File: src/rtl/piano_pkg.sv
// rtl/piano_pkg.sv - shared types and pitch table for the piano tone generator
//
// Purpose : FSM state type and the C4..B4 half-period table at a 25 MHz clock.
// Ports   : none (package).

package piano_pkg;

    typedef enum logic [1:0] {
        IDLE  = 2'd0,
        PLAY  = 2'd1,
        DRAIN = 2'd2
    } state_t;

    localparam int NUM_BASE = 12;

    // Half-period in clock cycles for key 0 (C4) .. key 11 (B4) at 25 MHz.
    localparam logic [15:0] BASE [0:NUM_BASE-1] = '{
        16'd47777, 16'd45097, 16'd42566, 16'd40176,
        16'd37921, 16'd35793, 16'd33784, 16'd31887,
        16'd30098, 16'd28409, 16'd26814, 16'd25309
    };

    // Table lookup that stays in range for any 4-bit index; indices past the
    // table clamp to the top entry.
    function automatic logic [15:0] base_half_period(input logic [3:0] idx);
        logic [15:0] r;
        r = BASE[NUM_BASE-1];
        for (int i = 0; i < NUM_BASE; i++) begin
            if (idx == i[3:0]) begin
                r = BASE[i];
            end
        end
        return r;
    endfunction

endpackage

File: src/rtl/key_prio_enc.sv
// rtl/key_prio_enc.sv - highest-pressed-key priority encoder
//
// Purpose : combinational; reports whether any key is down and the index of
//           the highest set key.
// Ports   : keys [NUM_KEYS] in  - debounced key vector, bit i = key i
//           any            out - at least one key pressed
//           sel  [4]       out - index of highest pressed key (0 when none)

module key_prio_enc
    import piano_pkg::*;
#(
    parameter int NUM_KEYS = 12
) (
    input  logic [NUM_KEYS-1:0] keys,
    output logic                any,
    output logic [3:0]          sel
);

    always_comb begin
        sel = 4'd0;
        // Later iterations override earlier ones, so the highest set bit wins.
        for (int i = 0; i < NUM_KEYS; i++) begin
            if (keys[i]) begin
                sel = i[3:0];
            end
        end
        any = |keys;
    end

endmodule

File: src/rtl/tone_gen_poly.sv
// rtl/tone_gen_poly.sv - octave-shifted square-wave piano tone generator
//
// Purpose : drives the speaker with a square wave whose half-period is
//           BASE[highest key] >> octave. Pitch changes and stops only at a
//           half-period boundary, so no runt pulses reach the speaker.
// Ports   : clk       in  - system clock
//           reset     in  - synchronous, active-high
//           keys      in  - debounced key vector, bit i = key i
//           octave    in  - octave-up shift applied to the table entry
//           mute      in  - forces speaker low, tone timing keeps running
//           speaker   out - square-wave tone
//           counter   out - position within current half-period
//           note_idx  out - key index currently sounding
//           active    out - high while a tone is playing or draining

module tone_gen_poly
    import piano_pkg::*;
#(
    parameter int NUM_KEYS = 12,
    parameter int CNT_W    = 16,
    parameter int OCT_W    = 3,
    parameter int CLK_HZ   = 25_000_000
) (
    input  logic                clk,
    input  logic                reset,
    input  logic [NUM_KEYS-1:0] keys,
    input  logic [OCT_W-1:0]    octave,
    input  logic                mute,
    output logic                speaker,
    output logic [CNT_W-1:0]    counter,
    output logic [3:0]          note_idx,
    output logic                active
);

    // The pitch table is only meaningful at 25 MHz and needs 16 counter bits.
    if (CNT_W < 16 || CLK_HZ != 25_000_000) begin : g_bad_params
        $error("tone_gen_poly: table requires CLK_HZ=25_000_000 and CNT_W>=16");
    end

    state_t             state, state_n;
    logic [CNT_W-1:0]   period, period_n;
    logic [CNT_W-1:0]   counter_n;
    logic [3:0]         note_n;
    logic               tone, tone_n;

    logic               any;
    logic [3:0]         sel;
    logic [CNT_W-1:0]   pend;
    logic               terminal;

    key_prio_enc #(
        .NUM_KEYS (NUM_KEYS)
    ) u_prio (
        .keys (keys),
        .any  (any),
        .sel  (sel)
    );

    // Candidate half-period, recomputed every cycle but only latched at a
    // boundary (or on the first press from IDLE).
    assign pend     = CNT_W'(base_half_period(sel)) >> octave;
    assign terminal = (counter == period - CNT_W'(1));

    always_ff @(posedge clk) begin
        if (reset) begin
            state    <= IDLE;
            counter  <= '0;
            period   <= '0;
            tone     <= 1'b0;
            note_idx <= 4'd0;
        end else begin
            state    <= state_n;
            counter  <= counter_n;
            period   <= period_n;
            tone     <= tone_n;
            note_idx <= note_n;
        end
    end

    always_comb begin
        state_n   = state;
        counter_n = counter;
        period_n  = period;
        tone_n    = tone;
        note_n    = note_idx;
        case (state)
            IDLE: begin
                counter_n = '0;
                tone_n    = 1'b0;
                if (any) begin
                    state_n  = PLAY;
                    period_n = pend;
                    note_n   = sel;
                    tone_n   = 1'b1;
                end
            end
            PLAY, DRAIN: begin
                if (terminal) begin
                    counter_n = '0;
                    if (!any) begin
                        // Keys up at a boundary ends the note here, whether
                        // the release came earlier (DRAIN) or on this very
                        // cycle (PLAY).
                        tone_n  = 1'b0;
                        state_n = IDLE;
                    end else begin
                        tone_n   = ~tone;
                        period_n = pend;
                        note_n   = sel;
                        state_n  = PLAY;
                    end
                end else begin
                    counter_n = counter + CNT_W'(1);
                    // A re-press while draining simply resumes; the running
                    // half-period is never restarted.
                    state_n   = any ? PLAY : DRAIN;
                end
            end
            default: begin
                state_n = IDLE;
            end
        endcase
    end

    assign speaker = tone & ~mute;
    assign active  = (state != IDLE);

endmodule

File: config.mk
export PLATFORM = sky130hd
export DESIGN_NAME = tone_gen_poly
export DESIGN_NICKNAME = d
export VERILOG_FILES = /design/src/rtl/piano_pkg.sv /design/src/rtl/key_prio_enc.sv /design/src/rtl/tone_gen_poly.sv
export SDC_FILE = /design/constraint.sdc
export NUM_CORES = 1
export LEC_CHECK = 0
export ABC_CLOCK_PERIOD_IN_PS = 4240
export CAP_MARGIN = 30
export CORE_MARGIN = 10
export CORE_UTILIZATION = 55
export CTS_BUF_LIST = sky130_fd_sc_hd__clkbuf_2 sky130_fd_sc_hd__clkbuf_4 sky130_fd_sc_hd__clkbuf_8
export DETAILED_ROUTE_END_ITERATION = 8
export PLACE_DENSITY = 0.88
export SLEW_MARGIN = 20
export SYNTH_ARGS = -nofsm -noshare
export SYNTH_HDL_FRONTEND = slang
export SYNTH_SLANG_ARGS = --single-unit
File: constraint.sdc
create_clock -name clk -period 4.24 [get_ports clk]
set_input_delay 0.848 -clock clk [delete_from_list [all_inputs] [get_ports clk]]
set_output_delay 0.848 -clock clk [all_outputs]
set_load 0.02 [all_outputs]
# Yosys cells after proc, flatten, opt, wreduce, memory -nomap -nowiden
# Index checks and enable logic that the tools add are counted.
# Widths: inputs -> output; s select.
dict set report classes {
  addsub 2
  n_eq_ne 16
  shifts 1
  muxes 40
  bitwise_logic 3
  reduce_logical 7
}
# operator n
set op_table {}
lappend op_table {{$mux 16} 15}
lappend op_table {{$pmux 16 s2} 2}
lappend op_table {{$mux 4} 6}
lappend op_table {{$add 16x1->16 const B} 1}
lappend op_table {{$eq 16x16->1} 1}
lappend op_table {{$eq 4x3->1 const B} 4}
lappend op_table {{$eq 4x4->1 const B} 4}
lappend op_table {{$shr 16x3->16} 1}
lappend op_table {{$sub 16x1->16 const B} 1}
lappend op_table {{$mux 3} 4}
lappend op_table {{$reduce_or 12->1} 1}
lappend op_table {{$mux 2} 5}
lappend op_table {{$eq 4x2->1 const B} 2}
lappend op_table {{$pmux 4 s2} 1}
lappend op_table {{$mux 1} 5}
lappend op_table {{$eq 4x1->1 const B} 1}
lappend op_table {{$logic_not 4->1} 1}
lappend op_table {{$ne 2x2->1 const B} 2}
lappend op_table {{$pmux 2 s2} 1}
lappend op_table {{$reduce_bool 2->1} 2}
lappend op_table {{$eq 2x1->1 const B} 1}
lappend op_table {{$eq 2x2->1 const B} 1}
lappend op_table {{$logic_not 2->1} 1}
lappend op_table {{$not 1->1} 2}
lappend op_table {{4 further kinds} 4}
dict set report word_totals {
  regBits 39
  inputBits 18
  out_inout_bits 22
}

# Depth between registers and ports, before layout
# Gate-level depths: netlist of the first run.
dict set report depth {
  ltp_word 28
  ltp_mapped 12
  depth_no_buf 10
}

# Modules after synthesis
# A second synthesis of the first run with hierarchy kept.
dict set report hier_totals {
  hier_cells 585
  area_unflattened_um2 4142.7
}
# module instances cells_each area_each_um2 seq_area_each_um2
set modules_own_cells {}
lappend modules_own_cells {tone_gen_poly 1 565 4036.4 780.7}
lappend modules_own_cells {key_prio_enc 1 20 106.4 0.0}

# Worst setup path before layout of the first run
# OpenSTA, ideal clock, no wires.
dict set report synth_timing {
  path_type {input-to-reg}
  startpoint {input keys[8]}
  endpoint {register period[9]}
  setup_time_ns 0.134
  arrival_time_ns 2.746
  t_required_ns 4.106
  setup_slack_ns 1.360
  path_stages 9
  path_buffers 2
  path_cell_list {clkbuf_1 -> or4_1 -> clkbuf_1 -> nor2_1 -> o21ai_0 -> o21ai_0 -> nor2_1 -> nor4_1 -> a211oi_1}
}
dict set report synth_via {
  elab_chain_len 21
  word_cells_on_any_way 33
  classes_between {eq/ne: 11; shift: 1; mux: 19; reduce/logical: 2}
}
# item line_no
set synth_rtl {}
lappend synth_rtl {{start: declaration} tone_gen_poly.sv:26} ;# input logic [NUM_KEYS-1:0] keys,
lappend synth_rtl {{$mux 4 (4 in series)} key_prio_enc.sv:23} ;# if (keys[i]) begin
lappend synth_rtl {{$logic_not 4->1} piano_pkg.sv:29} ;# if (idx == i[3:0]) begin
lappend synth_rtl {{$mux 16 (12 in series)} piano_pkg.sv:29}
lappend synth_rtl {{$shr 16x3->16} tone_gen_poly.sv:61} ;# assign pend = CNT_W'(base_half_period(sel)) >> octave;
lappend synth_rtl {{$mux 16 *} {tone_gen_poly.sv:90, tone_gen_poly.sv:100}}
lappend synth_rtl {{$mux 16} tone_gen_poly.sv:98} ;# if (terminal) begin
lappend synth_rtl {{$pmux 16 s2 *} tone_gen_poly.sv:86} ;# case (state)
lappend synth_rtl {{end signal: assignment} tone_gen_poly.sv:74} ;# period <= period_n;
lappend synth_rtl {{end: declaration} tone_gen_poly.sv:41} ;# logic [CNT_W-1:0] period, period_n;
# Every way passes the cells marked *; elsewhere a longest branch is shown, timed or not. The select of a mux whose other input is x is not followed.
# A chain may end at the register's enable or synchronous reset.

# Worst setup path after layout of the first run
dict set report layout_timing {
  startpoint {register period[0]}
  endpoint {register period[6]}
}
dict set report layout_via {
  elab_chain_len 4
}
# item line_no
set layout_rtl {}
lappend layout_rtl {{$sub 16x1->16} tone_gen_poly.sv:62} ;# assign terminal = (counter == period - CNT_W'(1));
lappend layout_rtl {{$eq 16x16->1} tone_gen_poly.sv:62}
lappend layout_rtl {{$ne 2x2->1 (no source line)} -}
lappend layout_rtl {{$reduce_and 2->1 (no source line)} -}
# No other way between the ends.

==> results.ini, run 1 <==
[run_status]
status=finished, final reports clean

[critical_path]
cp-end-kind=register
crit_fanout=15
cp.arrival_ns=3.94
worstSetupPathType=reg -> reg
critPathRequiredTime_ns=4.40
critPathLaunchType=register

[floorplan]
start_util=0.574
dieArea_sq_mm=0.00982
ios=40
chipHeight_um=99.1
die_x_um=99.1
num_rows=28
coreArea_sq_mm=0.00599

[routing]
finalWirelength_mm=11.2
drc=0
drtPass1Iterations=6
vias_per_cell=6.89
vias=3985
antenna_left=0
wire_per_inst_um=19.3
drt_first_iter_violations=642

[logic_synthesis]
ys_seq_area_frac=0.227
synth_area_leaders=dfxtp_1 23%, nor2_1 6.4%, xnor2_1 5.6%, a21oi_1 5.5%, nand2_1 3.8%
synth_commonest_cells=59 x nor2_1, 39 x dfxtp_1, 38 x a21oi_1, 35 x nand2_1, 32 x clkbuf_1
syn-num-nets=499
synth_area_sq_mm=0.00344
synthCells=477
yosys.area.top_type=dfxtp_1
synth_ff_type=dfxtp_1
synthArstFlopShare=0
yosysUniqueCellTypes=70
synth_edf_count=0
yosysWarnings=0
synth_top_cell_area_share=0.227
synth.most_common_cell=nor2_1
synth-seq-cells=39
avgSynthCellArea_sq_um=7.21

[global_routing]
busiest_layer=met2
grt_start_max_net_pins=27
grtUsageMet1=0.295
grt.total_usage=0.214
grt_antenna_before_repair=0
grt_overflow_total=0
gr-usage-met2=0.317
grt_pass1_wl_mm=17.8
use_met3=0.0475
grt_pass1_vias=3537

[layout]
syn2layout_area_growth_pct=15.8
antennaDiodeCount=0
regArea_sq_um=781
final_area_sq_mm=0.00398
fin_nets=526
n_fill_cell=497
instances_no_fill=578
multi_input_area_sq_mm=0.00243
drive_above_1_share=0.0875

[placed_design]
gp_congestion=0.971
place_hpwl_mm=8.33
post-place-cells=572
port_buffers=39
dpl_cell_area_sq_mm=0.00391

[cts]
clk_pin_slew_worst_paths_ns=0.07
clkSinkCount=39
cts_buffers=5
post_cts_buffers=0
cts_tree=yes
cts-root-buf=clkbuf_8
hold_buffers=0
h-tree-depth=2
cts_buffer_depth=2
clk_latency_ns=0.30
post_cts_resized=0

[sta]
report.final.slew_viol_count=0
fin_setup_tns_ns=0
final.min_clock_period_ns=3.78
rsz0062_at_grt=no
final.period_utilization=0.892
finalHoldViolations=0
setup_viol=0
skew_ns=0.00611
fmaxAchievable_ghz=0.264
worstMarginPinSlew_ns=0.876
relSlewSlack=0.408

[min_path]
holdCritPathClass=reg -> reg

[power]
power_w=0.00101
powerDensity_mw_per_mm2=253
peakVddDrop_uv=210
power_leakage_nw=1.40

[run]
max-cap-violations=0

==> flip-flops by register name, indices dropped and copies added, names as in the netlist <==
register  count
counter      16
note_idx      4
tone          1
period       16
state         2
==> routing by layer <==
| layer | routed length [um] | share of wire |
|---|---|---|
| met5 | 0 | 0 |
| met4 | 225 | 0.020 |
| met3 | 1320 | 0.12 |
| met2 | 4900 | 0.44 |
| met1 | 4740 | 0.42 |
==> kinds of logic after synthesis <==
kind of cell,Yosys count,share of synthesized area
and+or+nand+nor,185,0.274
xor gates and xnor gates,35,0.0913
buffers and inverters,55,0.0655
adders and majority gates,4,0.0146
muxes,6,0.0215
DFF,39,0.227
AOI/OAI and AO/OA,153,0.306
==> placed cells by master, fill, tap and decap left out, drive strengths merged, types with 4 or more instances in the layout <==
cell type      instances
a2111oi                5
o32ai                  4
a31oi                  8
a21oi                 38
o21ai                 23
nor4                  15
nand2b                 4
buf                   19
o221ai                 4
mux2i                  4
dfxtp                 39
o41ai                  4
nand3                 12
ha                     4
and3                   8
clkdlybuf4s50         39
inv                   15
xor2                  12
a211oi                 8
nor2b                  6
or4                    7
o211ai                12
nor2                  59
xnor2                 23
nand4                  8
o31ai                  7
or2                    4
clkbuf                 6
nor3                  13
nand2                 35
a31o                   5
a21o                   5
==> cell type report <==
cell class,count,area share
Inverter,17,0.0160
Multi-Input combinational cell,383,0.611
Timing Repair Buffer,58,0.134
Clock buffer,6,0.0192
Tap cell,75,0.0236
Sequential cell,39,0.196
==> through the flow <==
step	worst slack (ns)	utilization	hold WS (ns)
detailed placement	0.516	0.652	0.480
global placement	0.491	0.652	0.455
global route	0.229	0.665	0.520
floorplan	1.36	-	0.441
finish	0.459	0.665	0.490
CTS	0.650	0.665	0.489
==> power breakdown <==
part / internal [W] / switching [W] / total, W
registers: 0.000385 / 0.0000269 / 0.000411
clock network: 0.000116 / 0.000126 / 0.000242
logic: 0.000145 / 0.000210 / 0.000355
total: 0.000646 / 0.000363 / 0.00101
==> worst max-delay path, cell delays in order (launching register included) <==
cell and delay [ns]:
dfxtp_1 0.39, inv_1 0.09, ha_1 0.27, nor3b_1 0.73, and2_1 0.35, xnor2_1 0.15, a32o_1 0.15, nand4_1 0.18
o31a_1 0.56, nor2_1 0.59, o21ai_0 0.18
==> path summary, 6_finish.rpt <==
path              start    endpoint  slack (ns)  cells past startpoint
min          period[15]  period[15]        0.49                      2
max           period[0]   period[6]        0.46                     10
min reg2reg  period[15]  period[15]        0.49                      2
max reg2reg   period[0]   period[6]        0.46                     10
(Power assumes the default switching activity.)
==> run 2, diff against run 1 <==
--- a/config.mk
+++ b/config.mk
@@ -7,7 +7,7 @@
 export LEC_CHECK = 0
 export ABC_CLOCK_PERIOD_IN_PS = 4240
 export CAP_MARGIN = 30
-export CORE_MARGIN = 10
+export CORE_MARGIN = 2
 export CORE_UTILIZATION = 55
 export CTS_BUF_LIST = sky130_fd_sc_hd__clkbuf_2 sky130_fd_sc_hd__clkbuf_4 sky130_fd_sc_hd__clkbuf_8
 export DETAILED_ROUTE_END_ITERATION = 8
==> results.ini, run 2 (same netlist as run 1, synthesis figures left out) <==
[sta]
setup_viol=0
fmaxAchievable_ghz=0.265
hold_ws_ns=0.494
rsz0062_at_grt=no
final.min_clock_period_ns=3.78
report.final.slew_viol_count=0
relSlewSlack=0.394
setup_ws_ns=0.464
final.period_utilization=0.891
fin_setup_tns_ns=0
skew_ns=0.00601
worstMarginPinSlew_ns=0.886
finalHoldViolations=0

[min_path]
holdCritPathClass=reg -> reg

[critical_path]
cp.arrival_ns=3.93
crit_fanout=15
critical-path-slowest-cell=nor3b_1
path_delay_family=simple AND/OR/NAND/NOR gates
worstSetupPathType=reg -> reg
cp-end-kind=register
critPathLaunchType=register
critPathRequiredTime_ns=4.40
reg2reg_slack_ns=0.46
worstPathCellList=inv_1 -> ha_1 -> nor3b_1 -> and2_1 -> nand3_1 -> xnor2_1 -> nand4_1 -> o31a_1 -> nor2_1 -> o32ai_1
slowest_delay_ns=0.75
worst-path-buf-inv=1

[run]
max-cap-violations=0

[cts]
cts_buffers=5
cts-root-buf=clkbuf_8
h-tree-depth=2
clk_pin_slew_worst_paths_ns=0.08
clkSinkCount=39
cts_buffer_depth=2
post_cts_buffers=0
clk_latency_ns=0.30
cts_tree=yes
hold_buffers=0
post_cts_resized=0

[placed_design]
dpl_cell_area_sq_mm=0.00387
gp_congestion=1.03
dp_slack_ns=0.437
port_buffers=39
place_hpwl_mm=7.82
post-place-cells=568

[run_status]
status=finished, final reports clean

[floorplan]
die_x_um=83.1
coreArea_sq_mm=0.00599
start_util=0.574
dieArea_sq_mm=0.00690
num_rows=28
chipHeight_um=83.1
ios=40

[global_routing]
grt.total_usage=0.310
grt_pass1_wl_mm=17.9
grt_overflow_total=0
grt_start_max_net_pins=27
grt_pass1_vias=3552
grt_antenna_before_repair=0

[layout]
antennaDiodeCount=0
fin_nets=522
syn2layout_area_growth_pct=16.1
mostFrequentLayoutCell=nor2_1
reg_top3=counter x16, period x16, note_idx x4
mostFrequentLayoutCells=59 x nor2_1, 39 x dfxtp_1, 39 x clkdlybuf4s50_1
n_fill_cell=523
instances_no_fill=576
drive_above_1_share=0.0838
final_area_sq_mm=0.00399

[routing]
wire_per_inst_um=18.7
antenna_left=0
drt_first_iter_violations=477
vias_per_cell=6.88
finalWirelength_mm=10.8
vias=3965
drc=0
drtPass1Iterations=5

[power]
powerDensity_mw_per_mm2=275
power_leakage_nw=1.41
peakVddDrop_uv=200

run 2: worst min-delay path, cell delays in order, from the launching register on:
cell,delay (ns)
dfxtp_1,0.32
nand2_1,0.06
a21oi_1,0.06
run 2: layout make-up:
cell class                 count  area (sq um)  share of cell area
inverter                      17          63.8              0.0160
multi-input combinational    383          2430               0.610
timing repair buffer          54           503               0.126
clock inverter                 2          35.0             0.00877
clock buffer                   6          82.6              0.0207
sequential                    39           781               0.196
tap                           75          93.8              0.0235
run 2: power by group:
part | internal, W | leakage (nW) | switching [W]
Sequential | 0.000384 | 0.318 | 0.0000274
Combinational | 0.000142 | 1.03 | 0.000211
Clock | 0.000191 | 0.0612 | 0.000142
Total | 0.000717 | 1.41 | 0.000380
run 2: per-stage QoR:
step	util	total power, W
finish	0.666	0.00110
global route	0.666	0.00115
CTS	0.666	0.00108
detailed placement	0.647	0.000757
global placement	0.647	0.000748
floorplan	-	0.000665
run 2: routing by layer:
metal  track usage  part of all wire  vias to the layer above
met5             0                 0                        -
met4        0.0820             0.015                        0
met3        0.0586             0.094                       19
met2         0.474              0.44                      262
met1         0.449              0.45                     1852
li1              -                 -                     1832
run 2: final timing paths:
check	cells past startpoint	endpoint	start
hold reg to reg	2	tone	tone
setup / recovery	10	period[7]	period[0]
hold / removal	2	tone	tone
setup reg to reg	10	period[7]	period[0]
==> run 3, diff against run 2 <==
--- a/config.mk
+++ b/config.mk
@@ -6,12 +6,12 @@
 export NUM_CORES = 1
 export LEC_CHECK = 0
 export ABC_CLOCK_PERIOD_IN_PS = 4240
-export CAP_MARGIN = 30
+export CAP_MARGIN = 20
 export CORE_MARGIN = 2
-export CORE_UTILIZATION = 55
+export CORE_UTILIZATION = 50
 export CTS_BUF_LIST = sky130_fd_sc_hd__clkbuf_2 sky130_fd_sc_hd__clkbuf_4 sky130_fd_sc_hd__clkbuf_8
 export DETAILED_ROUTE_END_ITERATION = 8
-export PLACE_DENSITY = 0.88
+export PLACE_DENSITY = 0.81
 export SLEW_MARGIN = 20
 export SYNTH_ARGS = -nofsm -noshare
 export SYNTH_HDL_FRONTEND = slang
==> results.ini, run 3 (same netlist as run 1, synthesis figures left out) <==
[run_status]
status=finished, final reports clean

[global_routing]
grt_pass1_wl_mm=17.3
grt_pass1_vias=3473
grt_antenna_before_repair=0
grt.total_usage=0.282
grt_overflow_total=0
grt_start_max_net_pins=27

[floorplan]
chipHeight_um=86.9
dieArea_sq_mm=0.00756
start_util=0.512
coreArea_sq_mm=0.00672
die_x_um=86.9
ios=40
num_rows=30

[critical_path]
critPathLaunchType=register
worstSetupPathType=reg -> reg
cp-end-kind=register
cp.arrival_ns=3.87
critPathRequiredTime_ns=4.40
reg2reg_depth=8
crit_fanout=15

[routing]
antenna_left=0
vias=3871
wire_per_inst_um=18.1
vias_per_cell=6.65
finalWirelength_mm=10.5
drtPass1Iterations=5
drc=0
drt_first_iter_violations=445

[power]
cell_internal_pwr_w=0.000683
p_clk_frac=0.272
peakVddDrop_uv=226
switching_share=0.346
power_leakage_nw=1.40
p_comb_frac=0.334
seq_power_share=0.393
powerDensity_mw_per_mm2=262
switchingPower_w=0.000361

[cts]
cts_buffer_depth=2
hold_buffers=0
cts_buffers=5
clk_latency_ns=0.30
post_cts_buffers=0
clkSinkCount=39
post_cts_resized=0
cts_tree=yes
cts-root-buf=clkbuf_8
clk_pin_slew_worst_paths_ns=0.07
h-tree-depth=2

[layout]
drive_above_1_share=0.0857
final_util=0.594
antennaDiodeCount=0
reg_top3=counter x16, period x16, note_idx x4
syn2layout_area_growth_pct=16.1
fin_nets=523
mostFrequentLayoutCell=nor2_1
mostFrequentLayoutCells=59 x nor2_1, 39 x dfxtp_1, 39 x clkdlybuf4s50_1

[sta]
rsz0062_at_grt=no
worstMarginPinSlew_ns=0.822
setup_viol=0
skew_ns=0.00412
final.period_utilization=0.877
relSlewSlack=0.438
finalHoldViolations=0
setup_ws_ns=0.521
report.final.slew_viol_count=0
final.min_clock_period_ns=3.72
fin_setup_tns_ns=0
fmaxAchievable_ghz=0.269

[placed_design]
port_buffers=39
dp_slack_ns=0.421
place_hpwl_mm=7.79
gp_congestion=0.991

[min_path]
hold_depth=2
holdCritPathClass=reg -> reg

[run]
max-cap-violations=0

## run 3: path summary, 6_finish.rpt
check        startpoint         to  slack (ns)
min reg2reg        tone       tone        0.48
max reg2reg   period[0]  period[6]        0.52
max           period[0]  period[6]        0.52
min                tone       tone        0.48
## run 3: metrics by stage
stage	cells	total power (W)	hold slack, ns	cell area [sq um]
final	582	0.00104	0.483	3990
after global routing	582	0.00110	0.506	3990
after CTS	582	0.00104	0.488	3990
after detailed placement	574	0.000757	0.475	3890
after global placement	574	0.000749	0.458	3890
after floorplan	477	0.000665	0.441	3440
## run 3: power by group through the flow
stage / clock, W / sequential (W) / combinational, W
floorplan: 0 / 0.000412 / 0.000253
global placement: 0 / 0.000418 / 0.000331
detailed placement: 0 / 0.000419 / 0.000339
CTS: 0.000287 / 0.000410 / 0.000341
global route: 0.000302 / 0.000414 / 0.000382
finish: 0.000284 / 0.000411 / 0.000349
## run 3: area by class of cell
class,count,area [sq um]
Sequential cell,39,781
Tap cell,80,100
Multi-Input combinational cell,383,2430
Fill cell,611,2730
Clock buffer,8,104
Inverter,17,63.8
Timing Repair Buffer,55,510
## run 3: metal layers
layer | part of all wire | vias up | wire length [um] | GRT usage
met1 | 0.46 | 1813 | 4900 | 0.428
met2 | 0.44 | 204 | 4640 | 0.415
met4 | 0.011 | 0 | 117 | 0.0639
met3 | 0.084 | 15 | 883 | 0.0436
met5 | 0 | - | 0 | 0
li1 | - | 1839 | - | -
## run 3: critical path, stage by stage (launching register included)
cell	delay, ns
dfxtp_1	0.39
nor4_1	0.71
and3_1	0.31
nor4bb_1	0.35
a311oi_1	0.14
or3b_1	0.43
o31a_1	0.46
nor2_1	0.59
o21ai_0	0.19
